## config.mk

```make
export PLATFORM = sky130hd
export DESIGN_NAME = dcache_controller
export DESIGN_NICKNAME = d
export VERILOG_FILES = /design/src/rtl/dcache_controller.sv
export SDC_FILE = /design/constraint.sdc
export NUM_CORES = 1
export LEC_CHECK = 0
export ABC_AREA = 0
export CORE_AREA = 2 2 164 166
export CTS_CLUSTER_SIZE = 24
export DETAILED_ROUTE_END_ITERATION = 6
export DIE_AREA = 0 0 166 168
export PLACE_DENSITY = 0.8
export RECOVER_POWER = 100
export SYNTH_ARGS = -nofsm -noshare
export SYNTH_HDL_FRONTEND = slang
export SYNTH_SLANG_ARGS = --single-unit
```

## constraint.sdc

```tcl
create_clock -name CLK -period 3.98 [get_ports CLK]
set_input_delay 0.398 -clock CLK [delete_from_list [all_inputs] [get_ports CLK]]
set_output_delay 0.398 -clock CLK [all_outputs]
set_load 0.03 [all_outputs]
```

## src/rtl/dcache_controller.sv

```systemverilog
// dcache_controller: direct-mapped write-back/write-allocate data cache between an 8-bit CPU port
// and a 32-bit-block memory; stalls the CPU on a miss while it writes back the victim and refills.
module dcache_controller #(
   parameter int INDEX_W = 3
) (
   input  logic        CLK,
   input  logic        RESET,
   input  logic        READ,
   input  logic        WRITE,
   input  logic [7:0]  ADDRESS,
   input  logic [7:0]  WRITEDATA,
   output logic [7:0]  READDATA,
   output logic        BUSYWAIT,
   output logic        MEM_READ,
   output logic        MEM_WRITE,
   output logic [5:0]  MEM_ADDRESS,
   output logic [31:0] MEM_WRITEDATA,
   input  logic [31:0] MEM_READDATA,
   input  logic        MEM_BUSYWAIT
);
   localparam int TAG_W = 6 - INDEX_W;
   localparam int N = 1 << INDEX_W;
   localparam logic [1:0] IDLE = 2'd0, WRITEBACK = 2'd1, REFILL = 2'd2, ALLOCATE = 2'd3;

   logic [1:0] state;
   logic [31:0] data [N];
   logic [TAG_W-1:0] tags [N];
   logic [N-1:0] valid, dirty;
   logic [5:0] miss_addr;
   logic [7:0] read_q, sel;
   logic [TAG_W-1:0] tag, m_tag;
   logic [INDEX_W-1:0] index, m_index;
   logic [1:0] offset;
   logic hit, idle, request, write_hit;

   assign {tag, index, offset} = ADDRESS;
   // The missing block address is latched so a dropped or changed request cannot redirect the refill.
   assign {m_tag, m_index} = miss_addr;
   assign hit = valid[index] && tags[index] == tag;
   assign sel = data[index][{offset, 3'b000} +: 8];
   assign idle = state == IDLE;
   assign request = READ | WRITE;
   assign write_hit = idle & WRITE & hit;

   assign BUSYWAIT = ~RESET & ((request & ~hit) | ~idle);
   assign READDATA = READ & hit & idle ? sel : read_q;
   assign MEM_WRITE = state == WRITEBACK;
   assign MEM_READ = state == REFILL;
   assign MEM_ADDRESS = MEM_WRITE ? {tags[m_index], m_index} : MEM_READ ? miss_addr : 6'd0;
   assign MEM_WRITEDATA = MEM_WRITE ? data[m_index] : 32'd0;

   always_ff @(posedge CLK or posedge RESET) begin
      if (RESET) begin
         state <= IDLE;
         valid <= '0;
         dirty <= '0;
         miss_addr <= '0;
         read_q <= '0;
      end else begin
         if (READ & hit & idle) read_q <= sel;
         case (state)
            IDLE:
               if (request & ~hit) begin
                  miss_addr <= ADDRESS[7:2];
                  state <= valid[index] & dirty[index] ? WRITEBACK : REFILL;
               end else if (write_hit) dirty[index] <= 1'b1;
            WRITEBACK: if (!MEM_BUSYWAIT) state <= REFILL;
            REFILL: if (!MEM_BUSYWAIT) state <= ALLOCATE;
            ALLOCATE: begin
               valid[m_index] <= 1'b1;
               dirty[m_index] <= 1'b0;
               state <= IDLE;
            end
         endcase
      end
   end

   // Data and tag arrays carry no reset; valid bits alone qualify them.
   always_ff @(posedge CLK) begin
      if (state == ALLOCATE) begin
         data[m_index] <= MEM_READDATA;
         tags[m_index] <= m_tag;
      end else if (write_hit) data[index][{offset, 3'b000} +: 8] <= WRITEDATA;
   end
endmodule

```

==> Implementation_results.wiki, run 1 <==
{| class="wikitable"
! Metric !! Value
|-
| Post-route fraction of the period consumed by the critical path || 96.7%
|-
| Wire length of the first global-routing pass || 63900 um
|-
| Multi-input logic area || slightly below 0.006 mm^2
|-
| Switching power || 3.80 mW
|-
| Die area || roughly 0.028 mm^2
|-
| Via count of the first global-routing pass || 10325
|-
| Reg-to-reg setup timing slack || 0.50 ns
|-
| Cell breakdown of the critical path || clkbuf_1 -> mux2i_1 -> nor2b_1 -> clkdlybuf4s50_1
|-
| Clk sink count || 312
|-
| Routability congestion estimate from global placement || 0.941
|-
| Int Power || about 7.5 mW
|-
| Number of antenna cells inserted || 0
|-
| Warning count from the yosys run || 0
|-
| Placeable Area || 0.0264 mm^2
|-
| Slew @ Worst Pin || 2.00 ns
|-
| Via count of the routed design || 10268
|-
| Fraction of the core area covered by cells at the end of the flow || ~69%
|-
| Number of enable flip-flop cells after synthesis || 280
|-
| Sequential share of the synthesized area || 59.4%
|-
| Pwr Total || 11.3 mW
|-
| Number of detailed-routing iterations run before antenna repair || 7
|-
| Clock-pin transition on the worst setup and hold timing paths || 0.06 ns
|-
| Combinational family with the most area after synthesis || multiplexers
|-
| Met2 usage in global routing || 50.7%
|-
| Antenna violations before repair || 0
|-
| Biggest cell delay along the critical path || approximately 1.1 ns
|-
| Final hold violation count || 0
|-
| Number of nets in the layout || about 1200
|-
| Number of buffers inserted by hold repair at cts || 0
|-
| # Post-CTS Setup Buffers || 0
|-
| Top-Level Pins || 102
|-
| Grt met1 use || a little over two fifths
|-
| P per Cell Area || ~620 mW/mm^2
|-
| Required time at the worst-slack endpoint || between 3 and 4 ns
|-
| Drt via density || ~6.9
|-
| Number of distinct library cells after synthesis || 60
|-
| Clock network power share || 24.7%
|-
| Die Y-Extent || approximately 170 um
|-
| Worst clock skew on the final layout || 0.0212 ns
|-
| Ys async rst share || 10.3%
|-
| Number of buffers created by CTS || 31
|-
| Post-route setup slack || 0.129 ns
|-
| Maximum count of clock buffers along a single path || 3
|-
| Global-route track usage on met3 || under 10%
|-
| Non-Filler Instances || between 1000 and 1500
|-
| Max-cap violations || 1
|-
| Clock latency on the worst-skew pair || approximately 0.57 ns
|-
| Outcome || complete, but fails checks
|-
| Xor/xnor share of the synthesized area || less than 1%
|-
| Category of the most critical setup path || reg -> out
|-
| Routed Wire Length || 42900 um
|-
| Headroom to the max-slew limit || -33.7%
|-
| WL per Instance || between 20 and 30 um
|-
| Final slew viol count || 33
|-
| Total GRT Usage || 30.6%
|-
| Class of the worst hold path || in -> reg
|-
| Chip width || ~170 um
|-
| Total Negative Setup Slacks || 0 ns
|-
| Initial core utilization || 58.8%
|-
| Post-synthesis simple-gate area fraction || 6.86%
|-
| Max stage delay cell, worst path || sky130_fd_sc_hd__dfrtp_2
|-
| Area fraction of the dominant cell type after synthesis || 54.3%
|-
| Sequential fraction of design power || 41.6%
|-
| Unrepaired setup endpoints after global routing || no
|-
| LEAKAGE || 6.20 nW
|-
| Remaining antenna violation count after routing || 0
|-
| Synth Area in Adders || 0.727%
|-
| Cell count after synthesis || 987
|-
| Total setup violations reported at the end of the flow || 0
|-
| Power share of the combinational group || 33.7%
|-
| Relative area change from synthesis to final layout || 17.0%
|-
| Critical path peak fanout || 28
|-
| Number of design rule violations left after detail routing || 3
|-
| Cell type with the highest aggregate area in the netlist || sky130_fd_sc_hd__edfxtp_1
|-
| Clock Tree Root || sky130_fd_sc_hd__clkbuf_16
|-
| Storage element area || 0.00922 mm^2
|-
| Busiest grt layer || met2
|-
| TritonCTS clock tree || yes
|-
| Pin count of the biggest net entering global routing || 72
|-
| Synthesized netlist net count || approximately 1000
|-
| Switching share of total power || between 30% and 40%
|-
| Maximum clock rate || 260 MHz
|-
| Arrival time of the worst setup path || about 3.5 ns
|-
| # port buffers || between 100 and 150
|-
| # placed instances || 1424
|-
| Worst vdd rail ir drop || 606 uV
|-
| Detailed Route Iter0 Violations || between 1500 and 2000
|-
| Crit path time final || 3.85 ns
|-
| Kind of end point of the critical path || output pin
|-
| H-Tree Level Count || 1
|-
| Number of storage elements in the synthesis netlist || 312
|-
| Post-placement worst setup slack || 0.273 ns
|-
| Mean cell area of the mapped netlist || 15.7 um^2
|-
| Category of the worst setup path launch point || register
|-
| Filler cells || ~1700
|-
| GRT overflow || 0
|-
| Row Count || 60
|-
| Synthesized area || 0.0155 mm^2
|-
| Main flop type after synthesis || sky130_fd_sc_hd__edfxtp_1
|-
| Leading cell types by count after synthesis || sky130_fd_sc_hd__edfxtp_1, sky130_fd_sc_hd__mux4_2, sky130_fd_sc_hd__o21ai_0
|-
| Violations in the final reports || DRC, capacitance limit, slew limit
|-
| Share of final-layout standard cells stronger than drive strength 1 || 26.4%
|-
| Most numerous cell in the Yosys netlist || sky130_fd_sc_hd__edfxtp_1
|-
| Compound-Gate Fraction of Synth Area || around 5.9%
|-
| Share of synthesized area spent on multiplexers || 23.7%
|-
| Top cells by area, synth || sky130_fd_sc_hd__edfxtp_1, sky130_fd_sc_hd__mux4_2, sky130_fd_sc_hd__dfrtp_1
|-
| Detailed placement HPWL || 29500 um
|}
-- power by group through the flow --
stage,Clock [mW],Sequential (mW),Combinational (mW)
6_report,2.79,4.70,3.81
5_1_grt,2.93,4.75,4.02
4_1_cts,2.81,4.69,3.79
3_5_place_dp,0,4.76,3.77
3_3_place_gp,0,4.72,3.71
2_1_floorplan,0,4.27,2.83
-- worst paths after layout --
kind / start / end / cells past startpoint
min in group asynchronous: RESET / read_q[2] / 3
max in group asynchronous: RESET / miss_addr[0] / 3
setup reg to reg: tags[7][2] / data[4][13] / 9
hold reg to reg: valid[4] / valid[4] / 1
setup / recovery: miss_addr[1] / MEM_WRITEDATA[25] / 4
hold / removal: ADDRESS[2] / miss_addr[0] / 2
-- metrics by stage --
stage	hold WS [ns]	instance area [um^2]
after floorplan	0.428	15500
after global placement	0.457	17200
after detailed placement	0.461	17200
after CTS	0.269	18100
after global routing	0.389	18100
final	0.370	18100
-- area by class of cell --
type | instances | area share (%)
flip-flops and latches | 312 | 50.8
clock buffers | 41 | 4.54
inverters | 47 | 0.973
multi-input cells | 552 | 32.0
repair buffers | 172 | 8.53
clock inverters | 17 | 0.745
well taps | 341 | 2.35
-- what timing repair did --
item	4_1_cts	5_1_grt
hold endpoints to repair	0	0
endpoints found under the setup margin	0	1
resized for setup	0	1
-- cells by family (layout without fill, tap and decap cells) --
kind of cell	count (synthesis)	count (layout)
AOI/OAI and AO/OA	131	131
buffers and inverters	123	277
and+or+nand+nor	198	198
DFF	312	312
muxes	211	211
adders and majority gates	9	9
xor gates and xnor gates	3	3
-- cells in the final DEF, fill, tap and decap left out, types with 31 or more instances in the layout --
cell type	count
sky130_fd_sc_hd__edfxtp_1	280
sky130_fd_sc_hd__clkdlybuf4s50_1	90
sky130_fd_sc_hd__buf_4	75
sky130_fd_sc_hd__inv_1	46
sky130_fd_sc_hd__mux4_2	121
sky130_fd_sc_hd__nor2b_1	40
sky130_fd_sc_hd__o21ai_0	52
sky130_fd_sc_hd__nor3_1	39
sky130_fd_sc_hd__nand3_1	36
sky130_fd_sc_hd__mux2_2	39
sky130_fd_sc_hd__mux2i_1	51
sky130_fd_sc_hd__clkbuf_16	31
-- state kept, by name, summed over array words and instances (netlist names) --
signal and count:
state 2, data 256, miss_addr 6, tags 24, read_q 8, valid 8, dirty 8
-- per-layer routing --
layer | up-vias | routed length, um
met2 | 727 | 21000
met3 | 116 | 4950
met4 | 0 | 1530
li1 | 4230 | -
met1 | 5195 | 15400
met5 | - | 0
-- worst max-delay path, delay by kind of cell, from the launching register on --
kind                   cells  cell delay, ns
buffers and inverters      2            1.37
flip-flops                 1            1.08
multiplexers               1            0.27
AND/OR/NAND/NOR            1            0.16
No activity file was read; power rests on OpenSTA's default activity.
==> run 2, diff against run 1 <==
CORE_AREA = 2 2 157 174   (was 2 2 164 166)
DIE_AREA = 0 0 159 176   (was 0 0 166 168)
==> run 2 against run 1 <==
  * The flow finishes with violations (capacitance limit, slew limit)
  * Non-clock buffer count is 6 higher
  * Sequential share of layout area decreased by 0.34 points
  * Setup slack lost 0.024 ns
==> Implementation_results.wiki, run 2 (synthesis gave the netlist of run 1 again) <==
{| class="wikitable"
! Metric !! Value
|-
| Outcome || complete, but fails checks
|-
| GRT overflow || 0
|-
| Pin count of the biggest net entering global routing || 72
|-
| Chip width || 159 um
|-
| Max-cap violations || 2
|-
| Number of design rule violations left after detail routing || 0
|-
| Routability congestion estimate from global placement || about 0.89
|-
| Unrepaired setup endpoints after global routing || no
|-
| Number of detailed-routing iterations run before antenna repair || 5
|-
| WL per Instance || around 30 um
|-
| # placed instances || roughly 1400
|-
| Arrival time of the worst setup path || 3.48 ns
|-
| Leading cell types in the layout, fill and taps excluded || sky130_fd_sc_hd__edfxtp_1, sky130_fd_sc_hd__mux4_2, sky130_fd_sc_hd__clkdlybuf4s50_1
|-
| Post-placement worst setup slack || between 0.2 and 0.25 ns
|-
| Drt via density || 6.90
|-
| Maximum clock rate || 258 MHz
|-
| Number of nets in the layout || 1187
|-
| TritonCTS clock tree || yes
|-
| Initial core utilization || 59.5%
|-
| Die area || 0.0280 mm^2
|-
| Antenna violations before repair || 1
|-
| Pwr Total || approximately 12 mW
|-
| Detailed placement HPWL || 29400 um
|-
| Class of the worst hold path || in -> reg
|-
| Remaining antenna violation count after routing || 0
|-
| Count of instances resized after the clock tree is built || 0
|-
| Max reg flops || 256
|-
| Total GRT Usage || 31.8%
|-
| Clock-pin transition on the worst setup and hold timing paths || around 0.06 ns
|-
| Post-route fraction of the period consumed by the critical path || 97.4%
|-
| Placeable Area || 0.0261 mm^2
|-
| Detailed Route Iter0 Violations || 1360
|-
| # port buffers || 101
|-
| Violations in the final reports || capacitance limit, slew limit
|-
| Worst vdd rail ir drop || 521 uV
|-
| Post-route setup slack || 0.105 ns
|-
| Die Y-Extent || 176 um
|-
| H-Tree Level Count || 2
|-
| Register with the most flip-flops || data
|-
| Share of final-layout standard cells stronger than drive strength 1 || about 24%
|-
| Routed Wire Length || around 44000 um
|-
| LEAKAGE || 6.28 nW
|-
| Clock Tree Root || sky130_fd_sc_hd__clkbuf_16
|-
| Clk sink count || 312
|-
| Headroom to the max-slew limit || -28.8%
|-
| Row Count || a little over 60
|-
| Category of the worst setup path launch point || register
|-
| P per Cell Area || between 600 and 700 mW/mm^2
|-
| Top-Level Pins || 102
|-
| Wire length of the first global-routing pass || 65300 um
|-
| Leading cell type in the layout, fill and taps excluded || sky130_fd_sc_hd__edfxtp_1
|-
| Relative area change from synthesis to final layout || 17.7%
|-
| Worst clock skew on the final layout || about 0.019 ns
|-
| Final hold violation count || 0
|-
| Category of the most critical setup path || reg -> out
|-
| Via count of the routed design || 10367
|-
| Non-Filler Instances || approximately 1500
|-
| Critical path peak fanout || 71
|-
| Clock latency on the worst-skew pair || ~0.5 ns
|-
| Slew @ Worst Pin || a little under 2 ns
|-
| Kind of end point of the critical path || output pin
|-
| Total setup violations reported at the end of the flow || 0
|-
| Number of buffers created by CTS || 34
|-
| Crit path time final || around 3.9 ns
|-
| Area after DPL || 0.0172 mm^2
|-
| Via count of the first global-routing pass || 10354
|-
| Total Negative Setup Slacks || 0 ns
|-
| Top Registers || data: 256 flops, tags: 24 flops
|-
| Maximum count of clock buffers along a single path || 3
|-
| Required time at the worst-slack endpoint || 3.58 ns
|-
| Design area || around 0.018 mm^2
|-
| Final slew viol count || between 50 and 60
|}
-- run 2: cell types whose count changed in the layout (fill, tap and decap cells not counted), sizes merged --
cell           delta
diode             +1
inv               -1
bufinv            +3
clkinv            -1
clkdlybuf4s50    -23
clkbuf           +44
dlygate4sd3      +24
buf              -38
-- run 2: cell type report --
type	count	area, um^2
fillers	1744	7820
well taps	352	440
diodes	1	2.50
repair buffers	178	1470
clock buffers	42	945
flip-flops and latches	312	9220
multi-input cells	552	5780
inverters	47	176
clock inverters	18	209
-- run 2: what timing repair did --
| action | 4_1_cts | 5_1_grt |
|---|---|---|
| buffers inserted | 0 | 1 |
| endpoints found under the setup margin | 0 | 1 |
| endpoints found under the hold margin | 0 | 0 |
| hold buffers | 0 | 0 |
-- run 2: path summary, 6_finish.rpt --
kind                              start                 to  cells past startpoint  slack [ns]
hold / removal               ADDRESS[3]       miss_addr[1]                      2        0.33
max in group asynchronous         RESET       miss_addr[2]                      3        1.56
setup reg to reg               state[0]        data[4][18]                     11        0.20
setup / recovery           miss_addr[2]  MEM_WRITEDATA[27]                      5        0.11
min in group asynchronous         RESET          read_q[2]                      3        1.06
hold reg to reg                valid[0]           valid[0]                      1        0.47
-- run 2: critical path, stage by stage, from the launching register on --
cell                            delay [ns]
sky130_fd_sc_hd__dfrtp_4              1.12
sky130_fd_sc_hd__clkbuf_2             0.49
sky130_fd_sc_hd__mux4_2               0.36
sky130_fd_sc_hd__mux2i_1              0.19
sky130_fd_sc_hd__nor2b_1              0.06
sky130_fd_sc_hd__dlygate4sd3_1        0.68
-- run 2: stage by stage --
stage	hold slack [ns]	utilization, %
final	0.329	70.0
after global routing	0.348	70.0
after CTS	0.314	70.5
after detailed placement	0.456	66.1
after global placement	0.453	66.1
after floorplan	0.428	-
-- run 2: per-layer routing --
metal,global-route usage [%],wire length [um]
met1,42.0,15300
met2,51.7,21300
met3,6.55,5340
met4,15.0,2380
met5,0,0
-- run 2: report_power, final --
group | total, mW | leakage (nW) | switching, mW | internal (mW)
clock | 3.25 | 0.563 | 1.25 | 2.01
combinational | 3.82 | 2.82 | 2.06 | 1.76
sequential | 4.66 | 2.90 | 0.571 | 4.08
total | 11.7 | 6.28 | 3.88 | 7.85
==> run 3, diff against run 2 <==
PLACE_DENSITY = 0.85   (was 0.8)
==> run 3 against run 2 <==
  * The run now ends clean
  * Wire length shrank 0.41%
  * Cell area shrank 1.3%
  * Sequential share of layout area grew 0.68 points
  * Register-to-register slack gained 0.06 ns
  * Fmax grew 0.88%
  * Flip-flop and latch count is the same
  * Core utilization shrank 0.92 points
  * Non-clock buffer count shrank 8
  * Critical path type unchanged
  * Largest cell class unchanged
==> Implementation_results.wiki, run 3 (synthesis gave the netlist of run 1 again) <==
{| class="wikitable"
! Metric !! Value
|-
| Outcome || complete, no violations
|-
| Max-cap violations || 0
|-
| H-Tree Level Count || 1
|-
| Number of detailed-routing iterations run before antenna repair || 6
|-
| Kind of end point of the critical path || output pin
|-
| Maximum count of clock buffers along a single path || 3
|-
| Register with the most flip-flops || data
|-
| Antenna violations before repair || 0
|-
| Die area || 0.0280 mm^2
|-
| # port buffers || 101
|-
| Die Y-Extent || 176 um
|-
| Maximum clock rate || 260 MHz
|-
| Final hold violation count || 0
|-
| WL per Instance || 29.6 um
|-
| Wire length of the first global-routing pass || 66400 um
|-
| Count of instances resized after the clock tree is built || 0
|-
| Slew @ Worst Pin || around 1.2 ns
|-
| Leading cell type in the layout, fill and taps excluded || sky130_fd_sc_hd__edfxtp_1
|-
| Leading cell types in the layout, fill and taps excluded || sky130_fd_sc_hd__edfxtp_1, sky130_fd_sc_hd__mux4_2, sky130_fd_sc_hd__clkdlybuf4s50_1
|-
| Chip width || roughly 160 um
|-
| Max reg flops || between 200 and 300
|-
| Clock-pin transition on the worst setup and hold timing paths || 0.07 ns
|-
| Pin count of the biggest net entering global routing || 70
|-
| Via count of the first global-routing pass || 10540
|-
| P per Cell Area || 628 mW/mm^2
|-
| Number of buffers created by CTS || 31
|-
| Routability congestion estimate from global placement || just over 0.9
|-
| Remaining antenna violation count after routing || 0
|-
| Number of design rule violations left after detail routing || 0
|-
| Row Count || 62
|-
| Final slew viol count || 0
|-
| # Post-CTS Setup Buffers || 0
|-
| Routed Wire Length || 44100 um
|-
| Worst clock skew on the final layout || around 0.011 ns
|-
| Top Registers || data: 256 flops, tags: 24 flops
|-
| Critical path startpoint || state[1]
|-
| TritonCTS clock tree || yes
|-
| Total Negative Setup Slacks || 0 ns
|-
| Category of the most critical setup path || reg -> out
|-
| Startpoint of the worst register-to-register path || tags[5][2]
|-
| Critical path peak fanout || 23
|-
| LEAKAGE || between 6 and 7 nW
|-
| Relative area change from synthesis to final layout || 16.2%
|-
| Clk sink count || 312
|-
| Top-Level Pins || 102
|-
| Post-route fraction of the period consumed by the critical path || 96.5%
|-
| Share of final-layout standard cells stronger than drive strength 1 || 23.2%
|-
| Headroom to the max-slew limit || 20.3%
|-
| Total GRT Usage || around a third
|-
| Detailed Route Iter0 Violations || 1800
|-
| Pwr Total || 11.3 mW
|-
| Non-Filler Instances || 1491
|-
| Min-delay src || ADDRESS[2]
|-
| Number of buffers inserted by hold repair at cts || 0
|-
| Crit path time final || 3.84 ns
|-
| Unrepaired setup endpoints after global routing || no
|-
| Clock latency on the worst-skew pair || 0.56 ns
|-
| Arrival time of the worst setup path || ~3.4 ns
|-
| Total setup violations reported at the end of the flow || 0
|-
| Number of nets in the layout || 1176
|-
| Clock Tree Root || sky130_fd_sc_hd__clkbuf_16
|-
| GRT overflow || 0
|-
| Via count of the routed design || approximately 10000
|-
| Detailed placement HPWL || between 20000 and 30000 um
|-
| Drt via density || 7.02
|-
| # placed instances || 1432
|-
| Initial core utilization || about three fifths
|-
| Fraction of the core area covered by cells at the end of the flow || between 60% and 70%
|-
| Class of the worst hold path || in -> reg
|-
| Required time at the worst-slack endpoint || about 3.6 ns
|-
| Category of the worst setup path launch point || register
|-
| Worst vdd rail ir drop || 594 uV
|-
| Placeable Area || 0.0261 mm^2
|}
run 3: cell count changes in the layout (fill, tap and decap cells not counted), sizes merged:
cell,before,now
inv,47,49
clkinv,12,13
bufinv,5,3
clkbuf,87,82
clkinvlp,1,5
buf,41,31
clkdlybuf4s50,67,59
dlygate4sd3,25,32
run 3: area by class of cell:
cell class / count / area (um^2)
inverter: 47 / 176
clock inverter: 23 / 210
multi-input combinational: 552 / 5780
antenna: 1 / 2.50
sequential: 312 / 9220
timing repair buffer: 170 / 1390
tap: 352 / 440
fill: 1714 / 8060
clock buffer: 34 / 787
run 3: metrics by stage:
step           setup WS, ns  hold WS, ns  area [um^2]
5_1_grt              0.0470        0.366        18000
2_1_floorplan         0.335        0.428        15500
3_3_place_gp          0.308        0.446        17100
3_5_place_dp          0.202        0.452        17100
6_report              0.139        0.371        18000
4_1_cts              0.0139        0.350        18100
run 3: worst paths after layout:
check	cells past startpoint	to	slack, ns
min	2	miss_addr[0]	0.37
min reg2reg	1	valid[7]	0.47
max	5	MEM_WRITEDATA[19]	0.14
max reg2reg	9	data[5][25]	0.26
min in group asynchronous	2	miss_addr[5]	0.49
max in group asynchronous	3	valid[3]	2.32
run 3: worst max-delay path: stages, from the launching register on:
cell and delay, ns:
sky130_fd_sc_hd__dfrtp_1 0.40, sky130_fd_sc_hd__inv_1 0.14, sky130_fd_sc_hd__ha_1 0.81, sky130_fd_sc_hd__clkbuf_2 0.53, sky130_fd_sc_hd__nor2b_1 0.23, sky130_fd_sc_hd__dlygate4sd3_1 0.76
run 3: layer usage:
metal | vias to the layer above | wire (um) | global-route usage, %
li1 | 4229 | - | -
met2 | 878 | 21400 | 52.8
met4 | 0 | 2210 | 13.7
met1 | 5183 | 15200 | 42.9
met3 | 183 | 5350 | 4.98
met5 | - | 0 | 0
run 3: report_power, final:
part / internal (mW) / switching (mW)
Sequential: 4.09 / 0.531
Combinational: 1.73 / 2.08
Clock: 1.63 / 1.25
Total: 7.44 / 3.86
